File: config.mk
export PLATFORM = sky130hd
export DESIGN_NAME = uart_tx_arbiter_flat
export DESIGN_NICKNAME = d
export VERILOG_FILES = /design/src/rtl/uart_pkg.sv /design/src/rtl/uart_tx_arbiter_if.sv /design/src/rtl/uart_rr_arbiter.sv /design/src/rtl/uart_tx_arbiter.sv /design/src/flat_wrapper.sv
export SDC_FILE = /design/constraint.sdc
export NUM_CORES = 1
export LEC_CHECK = 0
export ABC_AREA = 1
export BUFFER_PORTS_ARGS = -buffer_cell sky130_fd_sc_hd__buf_4
export CAP_MARGIN = 20
export CORE_MARGIN = 2
export CORE_UTILIZATION = 48
export CTS_CLUSTER_DIAMETER = 30
export CTS_CLUSTER_SIZE = 28
export DETAILED_ROUTE_END_ITERATION = 10
export PLACE_DENSITY = 0.76
export SYNTH_ARGS = -nofsm -noshare
export SYNTH_HDL_FRONTEND = slang
export SYNTH_SLANG_ARGS = --single-unit
File: constraint.sdc
create_clock -name clk -period 4.9 [get_ports clk]
set_input_delay 0.49 -clock clk [delete_from_list [all_inputs] [get_ports clk]]
set_output_delay 0.49 -clock clk [all_outputs]
set_load 0.005 [all_outputs]
File: src/rtl/uart_pkg.sv
// Shared definitions for the UART transmit arbiter slice.
// Contents: byte width, FSM state encoding and a constant-foldable clog2.
package uart_pkg;

  localparam int UART_DW = 8;

  typedef enum logic [2:0] {
    ST_IDLE      = 3'd0,
    ST_START     = 3'd1,
    ST_WAIT_BUSY = 3'd2,
    ST_WAIT_DONE = 3'd3,
    ST_GAP       = 3'd4
  } arb_state_t;

  // Ceiling log2; returns 0 for values <= 1.
  function automatic int clog2(input int value);
    int r;
    int x;
    r = 0;
    x = value - 1;
    while (x > 0) begin
      r = r + 1;
      x = x >> 1;
    end
    return r;
  endfunction

endpackage

File: src/rtl/uart_tx_arbiter_if.sv
// Handshake bundle between byte producers, the arbiter and the uart_tx
// serializer.
//   req_valid/req_data/req_ready : per-requester byte handshake
//   tx_data/tx_start/tx_busy     : transmitter start/busy interface
//   grant_id/arb_busy            : arbitration status
//   frame_done/timeout_err       : one-cycle completion / failure pulses
// Modport master is the arbiter; modport slave is the surrounding logic.
interface uart_tx_arbiter_if
  import uart_pkg::*;
#(
  parameter int N_REQ = 4
) ();
  localparam int GW = clog2(N_REQ);

  logic [N_REQ-1:0]         req_valid;
  logic [UART_DW*N_REQ-1:0] req_data;
  logic [N_REQ-1:0]         req_ready;
  logic [UART_DW-1:0]       tx_data;
  logic                     tx_start;
  logic                     tx_busy;
  logic [GW-1:0]            grant_id;
  logic                     arb_busy;
  logic                     frame_done;
  logic                     timeout_err;

  modport master (
    input  req_valid, req_data, tx_busy,
    output req_ready, tx_data, tx_start, grant_id, arb_busy, frame_done, timeout_err
  );

  modport slave (
    output req_valid, req_data, tx_busy,
    input  req_ready, tx_data, tx_start, grant_id, arb_busy, frame_done, timeout_err
  );
endinterface

File: src/rtl/uart_rr_arbiter.sv
// Combinational round-robin pick.
//   req          : pending requests
//   last_grant   : index granted last time; scanning starts just above it
//   grant_onehot : one-hot winner (zero when nothing pending)
//   grant_idx    : winner index
//   any_req      : at least one request pending
module uart_rr_arbiter
  import uart_pkg::*;
#(
  parameter int N_REQ = 4,
  localparam int GW = clog2(N_REQ)
) (
  input  logic [N_REQ-1:0] req,
  input  logic [GW-1:0]    last_grant,
  output logic [N_REQ-1:0] grant_onehot,
  output logic [GW-1:0]    grant_idx,
  output logic             any_req
);

  // Each requester gets a rotated distance from last_grant+1; the smallest
  // distance among pending requesters wins. Works for any N_REQ, not only
  // powers of two.
  always_comb begin
    int off;
    int best;
    off          = 0;
    best         = N_REQ;
    grant_onehot = '0;
    grant_idx    = '0;
    any_req      = |req;
    for (int j = 0; j < N_REQ; j++) begin
      off = j - int'(last_grant) - 1;
      if (off < 0) off = off + N_REQ;
      if (off < 0) off = off + N_REQ;
      if (req[j] && (off < best)) begin
        best            = off;
        grant_onehot    = '0;
        grant_onehot[j] = 1'b1;
        grant_idx       = GW'(j);
      end
    end
  end

endmodule

File: src/rtl/uart_tx_arbiter.sv
// Shares one UART transmitter among N_REQ byte producers. Round-robin picks a
// requester, issues a one-cycle tx_start with the byte, then follows tx_busy
// until the frame ends (frame_done) or busy never rises (timeout_err).
// Ports: clk, rst (synchronous, active-high), bus (uart_tx_arbiter_if.master).
// Optional macro UART_TX_ARB_GAP_EN: inserts GAP_CYCLES idle cycles after
// each completed frame; without it WAIT_DONE returns straight to IDLE.
module uart_tx_arbiter
  import uart_pkg::*;
#(
  parameter int N_REQ      = 4,
  parameter int TIMEOUT    = 1024,
  parameter int GAP_CYCLES = 16
) (
  input logic               clk,
  input logic               rst,
  uart_tx_arbiter_if.master bus
);

  localparam int GW = clog2(N_REQ);
  localparam int CW = clog2((TIMEOUT > GAP_CYCLES) ? TIMEOUT : GAP_CYCLES) + 1;
  localparam logic [CW-1:0] TO_LAST = CW'(TIMEOUT - 1);
`ifdef UART_TX_ARB_GAP_EN
  localparam logic [CW-1:0] GAP_LAST = CW'(GAP_CYCLES - 1);
`endif

  arb_state_t         state;
  logic [N_REQ-1:0]   req_ready;
  logic               tx_start;
  logic [UART_DW-1:0] tx_data;
  logic [GW-1:0]      grant_id;
  logic [GW-1:0]      last_grant;
  logic               arb_busy;
  logic               frame_done;
  logic               timeout_err;
  logic [CW-1:0]      wait_cnt;
`ifdef UART_TX_ARB_GAP_EN
  logic [CW-1:0]      gap_cnt;
`endif

  logic [N_REQ-1:0]   pick_onehot;
  logic [GW-1:0]      pick_idx;
  logic               pick_any;
  logic [UART_DW-1:0] pick_data;

  uart_rr_arbiter #(.N_REQ(N_REQ)) u_rr (
    .req          (bus.req_valid),
    .last_grant   (last_grant),
    .grant_onehot (pick_onehot),
    .grant_idx    (pick_idx),
    .any_req      (pick_any)
  );

  always_comb begin
    pick_data = '0;
    for (int j = 0; j < N_REQ; j++) begin
      if (pick_onehot[j]) pick_data = bus.req_data[j*UART_DW +: UART_DW];
    end
  end

  // Pulses default low each cycle; tx_data and grant_id hold until the next
  // grant so the serializer sees a stable byte for the whole frame.
  always_ff @(posedge clk) begin
    if (rst) begin
      state       <= ST_IDLE;
      req_ready   <= '0;
      tx_start    <= 1'b0;
      tx_data     <= '0;
      grant_id    <= '0;
      last_grant  <= GW'(N_REQ - 1);
      arb_busy    <= 1'b0;
      frame_done  <= 1'b0;
      timeout_err <= 1'b0;
      wait_cnt    <= '0;
`ifdef UART_TX_ARB_GAP_EN
      gap_cnt     <= '0;
`endif
    end else begin
      req_ready   <= '0;
      tx_start    <= 1'b0;
      frame_done  <= 1'b0;
      timeout_err <= 1'b0;
      case (state)
        ST_IDLE: begin
          if (pick_any) begin
            state      <= ST_START;
            req_ready  <= pick_onehot;
            tx_start   <= 1'b1;
            tx_data    <= pick_data;
            grant_id   <= pick_idx;
            last_grant <= pick_idx;
            arb_busy   <= 1'b1;
          end
        end
        ST_START: begin
          state    <= ST_WAIT_BUSY;
          wait_cnt <= '0;
        end
        // Busy is tested before the counter, so busy arriving in the final
        // allowed cycle still counts as a successful start.
        ST_WAIT_BUSY: begin
          if (bus.tx_busy) begin
            state <= ST_WAIT_DONE;
          end else if (wait_cnt == TO_LAST) begin
            state       <= ST_IDLE;
            arb_busy    <= 1'b0;
            timeout_err <= 1'b1;
          end else begin
            wait_cnt <= wait_cnt + 1'b1;
          end
        end
        ST_WAIT_DONE: begin
          if (!bus.tx_busy) begin
            frame_done <= 1'b1;
`ifdef UART_TX_ARB_GAP_EN
            state      <= ST_GAP;
            gap_cnt    <= '0;
`else
            state      <= ST_IDLE;
            arb_busy   <= 1'b0;
`endif
          end
        end
`ifdef UART_TX_ARB_GAP_EN
        ST_GAP: begin
          if (gap_cnt == GAP_LAST) begin
            state    <= ST_IDLE;
            arb_busy <= 1'b0;
          end else begin
            gap_cnt <= gap_cnt + 1'b1;
          end
        end
`endif
        default: begin
          state    <= ST_IDLE;
          arb_busy <= 1'b0;
        end
      endcase
    end
  end

  assign bus.req_ready   = req_ready;
  assign bus.tx_start    = tx_start;
  assign bus.tx_data     = tx_data;
  assign bus.grant_id    = grant_id;
  assign bus.arb_busy    = arb_busy;
  assign bus.frame_done  = frame_done;
  assign bus.timeout_err = timeout_err;

endmodule
File: src/flat_wrapper.sv
// flat-port wrapper written by rule: the top's interface ports become plain ports
module uart_tx_arbiter_flat import uart_pkg::*;
#(
  parameter int N_REQ      = 4,
  parameter int TIMEOUT    = 1024,
  parameter int GAP_CYCLES = 16
)
  (clk, rst, bus_req_valid, bus_req_data, bus_tx_busy, bus_req_ready, bus_tx_data, bus_tx_start, bus_grant_id, bus_arb_busy, bus_frame_done, bus_timeout_err);
  uart_tx_arbiter_if #(.N_REQ(N_REQ)) bus_i ();
  input logic clk;
  input logic rst;
  input wire logic [$bits(bus_i.req_valid)-1:0] bus_req_valid;
  input wire logic [$bits(bus_i.req_data)-1:0] bus_req_data;
  input wire logic [$bits(bus_i.tx_busy)-1:0] bus_tx_busy;
  output wire logic [$bits(bus_i.req_ready)-1:0] bus_req_ready;
  output wire logic [$bits(bus_i.tx_data)-1:0] bus_tx_data;
  output wire logic [$bits(bus_i.tx_start)-1:0] bus_tx_start;
  output wire logic [$bits(bus_i.grant_id)-1:0] bus_grant_id;
  output wire logic [$bits(bus_i.arb_busy)-1:0] bus_arb_busy;
  output wire logic [$bits(bus_i.frame_done)-1:0] bus_frame_done;
  output wire logic [$bits(bus_i.timeout_err)-1:0] bus_timeout_err;
  assign bus_i.req_valid = bus_req_valid;
  assign bus_i.req_data = bus_req_data;
  assign bus_i.tx_busy = bus_tx_busy;
  assign bus_req_ready = bus_i.req_ready;
  assign bus_tx_data = bus_i.tx_data;
  assign bus_tx_start = bus_i.tx_start;
  assign bus_grant_id = bus_i.grant_id;
  assign bus_arb_busy = bus_i.arb_busy;
  assign bus_frame_done = bus_i.frame_done;
  assign bus_timeout_err = bus_i.timeout_err;
  uart_tx_arbiter #(.N_REQ(N_REQ), .TIMEOUT(TIMEOUT), .GAP_CYCLES(GAP_CYCLES)) u_core (.clk(clk), .rst(rst), .bus(bus_i));
endmodule
==> results of run 1 <==
==> worst register-to-register path, delay by kind of cell, from the launching register on <==
family	cells	cell delay [ns]
simple gates	15	1.27
fa+ha+maj	3	0.91
compound gates	3	0.48
flops	1	0.39
buf+inv	2	0.17
==> worst min-delay path by stage <==
stage                   startpoint                endpoint  slack, ns  depth (start not counted)
3_3_place_gp   u_core.wait_cnt[10]     u_core.wait_cnt[10]       0.44                          2
6_report               bus_tx_busy  u_core.bus.timeout_err       0.40                          2
4_1_cts                bus_tx_busy  u_core.bus.timeout_err       0.38                          2
5_1_grt                bus_tx_busy  u_core.bus.timeout_err       0.39                          2
2_1_floorplan  u_core.wait_cnt[10]     u_core.wait_cnt[10]       0.42                          2
3_5_place_dp   u_core.wait_cnt[10]     u_core.wait_cnt[10]       0.44                          2
==> final cells by class <==
| type | count | area (um^2) | area share, % |
|---|---|---|---|
| clock buffers | 7 | 86.3 | 3.62 |
| clock inverters | 1 | 30.0 | 1.26 |
| inverters | 31 | 116 | 4.88 |
| multi-input cells | 194 | 1010 | 42.4 |
| flip-flops and latches | 33 | 661 | 27.7 |
| well taps | 48 | 60.1 | 2.52 |
| repair buffers | 56 | 420 | 17.6 |
==> layer usage <==
metal  part of all wire (%)  vias up  GRT usage [%]
met2                     47       70           40.2
met5                      0        -              0
li1                       -      977              -
met3                    8.0       10           7.19
met4                    1.9        0           9.64
met1                     43      830           26.3
==> state kept, by name (all words and copies together), names as in the netlist <==
name                    cells
u_core.bus.req_ready        4
u_core.bus.frame_done       1
u_core.bus.tx_data          8
u_core.bus.tx_start         1
u_core.bus.arb_busy         1
u_core.last_grant           2
u_core.state                2
u_core.bus.timeout_err      1
u_core.bus.grant_id         2
u_core.wait_cnt            11
==> power by group through the flow <==
stage | logic (W) | clock network [W] | registers (W)
floorplan | 0.000326 | 0 | 0.000339
global placement | 0.000451 | 0 | 0.000341
detailed placement | 0.000459 | 0 | 0.000340
CTS | 0.000461 | 0.000270 | 0.000335
global route | 0.000522 | 0.000281 | 0.000340
finish | 0.000461 | 0.000263 | 0.000335
==> logic make-up after synthesis <==
kind of cell	count (synthesis)	synth area share [%]
compound gates	37	11.5
simple gates	147	38.6
flops	33	36.4
other cells	1	0.207
buf+inv	36	7.93
fa+ha+maj	5	3.45
xor+xnor	4	1.93
==> stage by stage <==
| step | util [%] | cells |
|---|---|---|
| 2_1_floorplan | - | 263 |
| 3_3_place_gp | 62.0 | 362 |
| 3_5_place_dp | 62.0 | 362 |
| 4_1_cts | 65.1 | 370 |
| 5_1_grt | 65.1 | 370 |
| 6_report | 65.1 | 370 |
==> cell usage in the layout (no fill, tap or decap), drive strengths merged, types with 2 or more instances in the layout <==
cell type,count
ha,5
o21ai,18
xnor2,2
nand3,28
nand2,65
a21oi,14
nor3,2
inv,31
nand3b,3
nor2,36
buf,56
o211ai,3
nor4,9
clkbuf,7
dfxtp,33
nand4,2
xor2,2
==> flow_summary.ini, run 1 <==
[critical_path]
path_delay_family = simple AND/OR/NAND/NOR gates
path_class = flip-flop to flip-flop
startpoint_type = flip-flop
worstPathMaxFanout = 18
r2r_setup_slack_ns = 1.59
crit_cells = 23
cp_common_cell = nand2_1
r2r-end = u_core.bus.tx_data[5]
endpoint_kind = flip-flop
startpoint = u_core.last_grant[0]
reg2regPathDepth = 23
arrival_ns = 3.49
required_ns = 5.08
r2r_start = u_core.last_grant[0]
crit_path_top_delay_cell = dfxtp_1
cpPeakStageDelay_ns = 0.39
critical_path.endpoint = u_core.bus.tx_data[5]
worstPathCellList = inv_1 > ha_1 > o21ai_1 > nand2_1 > o21ai_0 > ha_1 > nand2_1 > nand2_1 > nand2_2 > nand2_4 > nand2_1 > o21ai_0 > ha_1 > nand2_1 > nand2_2 > nand2_4 > nand2_8 > nand2_4 > inv_2 > nand2_1 > nand3_1 > nor2_1 > nor2_1
cp_num_buf_inv = 2

[power_and_ir_drop]
p_clk_share_pct = 24.8
powerDensity_nw_per_um2 = 444
comb_power_share_pct = 43.5
p_sw_share_pct = 37.8
internal_power_w = 0.000659
leakage_nw = 1.11
pwr-share-seq_pct = 31.6
p_switching_w = 0.000400
peakVddDrop_uv = 229
power_w = 0.00106

[floorplan]
rows = 22
die_area_um2 = 4290
design.core.area_um2 = 3660
io-pin-count = 57
start_util_pct = 49.6
die_h_um = 65.5
die_w_um = 65.5

[grt]
grt_overflow_total = 0
grt_pass1_vias = 1815
antenna_found_initial = 0
grt_pass1_wl_um = 7670
track_usage_pct = 23.2
grt_max_degree = 20

[finish]
drive_gt1_share_pct = 24.2
antenna_cells = 0
fill_cells = 342
area_growth_pct = 31.4
final_nets = 365
fin_area_um2 = 2380

[yosys]
synth_top_area_cell = dfxtp_1
synth-seq-cells = 33
synth_top_area_share_pct = 36.4
synth_ff_type = dfxtp_1
synth_nets = 307
syn_area_um2 = 1820
synth.avg_cell_area_um2 = 6.90
synth-async-reset-ratio_pct = 0
ys_warn_count = 0
synth_most_common_cell = nand2_1
postSynthCellCount = 263
synth-edff-count = 0
yosysUniqueCellTypes = 29
synth_area_leaders = dfxtp_1 36%, nand2_1 12%, nand3_1 7.7%, nor2_1 7.0%, inv_1 5.8%
ys_seq_area_share_pct = 36.4
yosys-top-cells-count = 57 x nand2_1, 34 x nor2_1, 33 x dfxtp_1

[clock_tree]
cts_tree = yes
post_cts_buffers = 0
cts_buffer_depth = 2
cts-htree-levels = 2
hold_buffers = 0
clk_pin_slew_ns = 0.07
cts-root-buf = clkbuf_8
cts_resized = 0
clock_latency_ns = 0.28
cts_sinks = 33
cts_buffers = 5

[sta]
fin_hold_ws_ns = 0.395
final.period_utilization_pct = 67.5
drv_slew = 0
slew_headroom_pct = 49.9
rsz0062_at_grt = no
setup-tns-final_ns = 0
hold_violations = 0
finClkSkew_ns = 0.00500
setup_violations = 0
max_freq_ghz = 0.302
min_period_ns = 3.31
fin_ws_ns = 1.59
worst_pin_slew_ns = 0.751

[placed_design]
hpwlAfterDp_um = 3380
gp_congestion = 0.894
pre_cts_slack_ns = 1.64
place_area_um2 = 2270
portBuffers = 56

[detailed_routing]
drc = 0
ant_nets = 0
post_drt_wl_per_cell_um = 11.9
wirelength_um = 4410
firstDrtPassIters = 4
vias_per_cell = 5.10
vias = 1887
drtIter0Drc = 109

[job]
max-cap-violations = 0

[min_path]
min_path_type = input port to flip-flop

[run_status]
status = complete, no violations
(Power assumes the default switching activity.)
==> run 2, diff against run 1 <==
==> constraint.sdc (replaced) <==
create_clock -name clk -period 3.1 [get_ports clk]
set_input_delay 0.31 -clock clk [delete_from_list [all_inputs] [get_ports clk]]
set_output_delay 0.31 -clock clk [all_outputs]
set_load 0.005 [all_outputs]
==> run 2 against run 1 <==
Design area up 5.9%. Hold slack worse by 0.18 ns. Setup slack worse by 1.4 ns. Register-to-register slack worse by 1.4 ns. Wire length up 4.8%. Count of clock-buffer cells in the layout down 2. Sequential cell count unchanged. First-iteration DRC count up 21%. Global-route usage down 0.48 points. Highest routed layer unchanged.
==> flow_summary.ini, run 2 (same netlist as run 1, synthesis figures left out) <==
[run_status]
status = complete, no violations

[detailed_routing]
drtIter0Drc = 132
drc = 0
vias_per_cell = 5.02
post_drt_wl_per_cell_um = 12.1
firstDrtPassIters = 4
vias = 1914
wirelength_um = 4620
ant_nets = 0

[critical_path]
cp_num_buf_inv = 2
startpoint = u_core.last_grant[0]
r2r_start = u_core.last_grant[0]
cpPeakStageDelay_ns = 0.34
crit_path_top_delay_cell = dfxtp_2
r2r-end = u_core.bus.tx_data[7]
reg2regPathDepth = 23
r2r_setup_slack_ns = 0.21
endpoint_kind = flip-flop
arrival_ns = 3.12
critical_path.endpoint = u_core.bus.tx_data[7]
path_class = flip-flop to flip-flop
worstPathCellList = inv_2 > ha_4 > xnor2_2 > inv_1 > o21ai_1 > o21ai_1 > ha_1 > nand2_1 > nand2_2 > nand2_2 > nand2_4 > nand2_2 > o21ai_2 > ha_1 > nand2_1 > nand2_2 > nand2_4 > nand2_8 > nand2_8 > nor2_1 > nor2_1 > nand2_2 > a21oi_2
cp_common_cell = nand2_2
path_delay_family = simple AND/OR/NAND/NOR gates
crit_cells = 23
required_ns = 3.33
startpoint_type = flip-flop
worstPathMaxFanout = 5

[finish]
final_nets = 376
mostFrequentLayoutCell = buf_4
fill_cells = 324
drive_gt1_share_pct = 31.5
final_cell_mix = 64 x buf_4, 52 x nand2_1, 34 x nor2_1
finalCoreUtilization_pct = 69.0
regMostFlops = u_core.wait_cnt
multi_input_area_um2 = 1090
area_growth_pct = 39.1
reg_top3 = u_core.wait_cnt x11, u_core.bus.tx_data x8, u_core.bus.req_ready x4
largest_register_ffs = 11
antenna_cells = 0
ff_latch_area_um2 = 662

[floorplan]
start_util_pct = 49.6
rows = 22
die_area_um2 = 4290
die_w_um = 65.5
die_h_um = 65.5
design.core.area_um2 = 3660
io-pin-count = 57

[grt]
grt_max_degree = 20
track_usage_pct = 22.7
antenna_found_initial = 0
grt_pass1_vias = 1720
grt_overflow_total = 0
grt_pass1_wl_um = 7450

[sta]
drv_slew = 0
setup-tns-final_ns = 0
slew_headroom_pct = 63.4
max_freq_ghz = 0.345
min_period_ns = 2.89
finClkSkew_ns = 0.00773
final.period_utilization_pct = 93.4
hold_violations = 0
worst_pin_slew_ns = 0.548
setup_violations = 0

[clock_tree]
cts-root-buf = clkbuf_8
clk_pin_slew_ns = 0.08
cts_buffer_depth = 2
cts-htree-levels = 2
hold_buffers = 0
clock_latency_ns = 0.29
cts_sinks = 33
cts_buffers = 5
cts_tree = yes

[placed_design]
hpwlAfterDp_um = 3430
portBuffers = 56
gp_congestion = 0.888

[job]
max-cap-violations = 0

[power_and_ir_drop]
peakVddDrop_uv = 363
leakage_nw = 1.15
powerDensity_nw_per_um2 = 720

[min_path]
min_path_cells = 2
min_path_type = input port to flip-flop
## run 2: cell types whose count changed in the layout (fill, tap and decap cells not counted), sizes merged
cell | previous run | this run
nand2 | 65 | 66
clkbuf | 7 | 5
bufinv | 1 | 0
clkinvlp | 0 | 3
buf | 56 | 66
## run 2: worst reg2reg max path, stage by stage (launching register included)
cell	delay [ns]
dfxtp_2	0.34
inv_2	0.05
ha_4	0.29
xnor2_2	0.10
inv_1	0.07
o21ai_1	0.10
o21ai_1	0.11
ha_1	0.28
nand2_1	0.07
nand2_2	0.05
nand2_2	0.08
nand2_4	0.07
nand2_2	0.06
o21ai_2	0.05
ha_1	0.26
nand2_1	0.08
nand2_2	0.10
nand2_4	0.12
nand2_8	0.09
nand2_8	0.08
nor2_1	0.06
nor2_1	0.13
nand2_2	0.09
a21oi_2	0.11
## run 2: worst min path at each step
stage | start | end
final | bus_tx_busy | u_core.bus.timeout_err
after global routing | bus_tx_busy | u_core.bus.frame_done
after CTS | bus_tx_busy | u_core.bus.timeout_err
after detailed placement | u_core.wait_cnt[10] | u_core.wait_cnt[10]
after global placement | u_core.wait_cnt[10] | u_core.wait_cnt[10]
after floorplan | bus_tx_busy | u_core.bus.frame_done
## run 2: metal layers
| layer | track usage, % | routed length (um) | vias up |
|---|---|---|---|
| li1 | - | - | 999 |
| met1 | 27.3 | 2020 | 843 |
| met2 | 37.6 | 2220 | 59 |
| met3 | 6.51 | 274 | 13 |
| met4 | 9.90 | 107 | 0 |
| met5 | 0 | 0 | - |
## run 2: stage by stage
step	worst slack (ns)	instances	hold slack [ns]	total power, W	area [um^2]
2_1_floorplan	0.189	263	0.386	0.00105	1820
3_3_place_gp	0.117	365	0.441	0.00126	2290
3_5_place_dp	0.000222	365	0.437	0.00128	2290
4_1_cts	0.0199	373	0.208	0.00161	2380
5_1_grt	-0.0556	381	0.223	0.00196	2530
6_report	0.205	381	0.214	0.00182	2530
## run 2: cell type report
type	instances	share of cell area, %
inverter	31	4.71
multi-input combinational	195	43.2
timing repair buffer	66	19.9
sequential	33	26.2
clock inverter	3	0.892
clock buffer	5	2.72
tap	48	2.38
## run 2: power breakdown
part	switching (W)	total (W)	internal [W]
sequential	0.0000358	0.000528	0.000492
clock	0.000173	0.000331	0.000157
combinational	0.000536	0.000960	0.000424
## run 2: repair_timing
| action | in CTS | in global routing |
|---|---|---|
| resized for setup | 1 | 22 |
| buffers inserted | 0 | 7 |
| cloned | 0 | 1 |
| endpoints found under the hold margin | 0 | 0 |
| pin swaps | 0 | 11 |
| setup endpoints to repair | 2 | 15 |
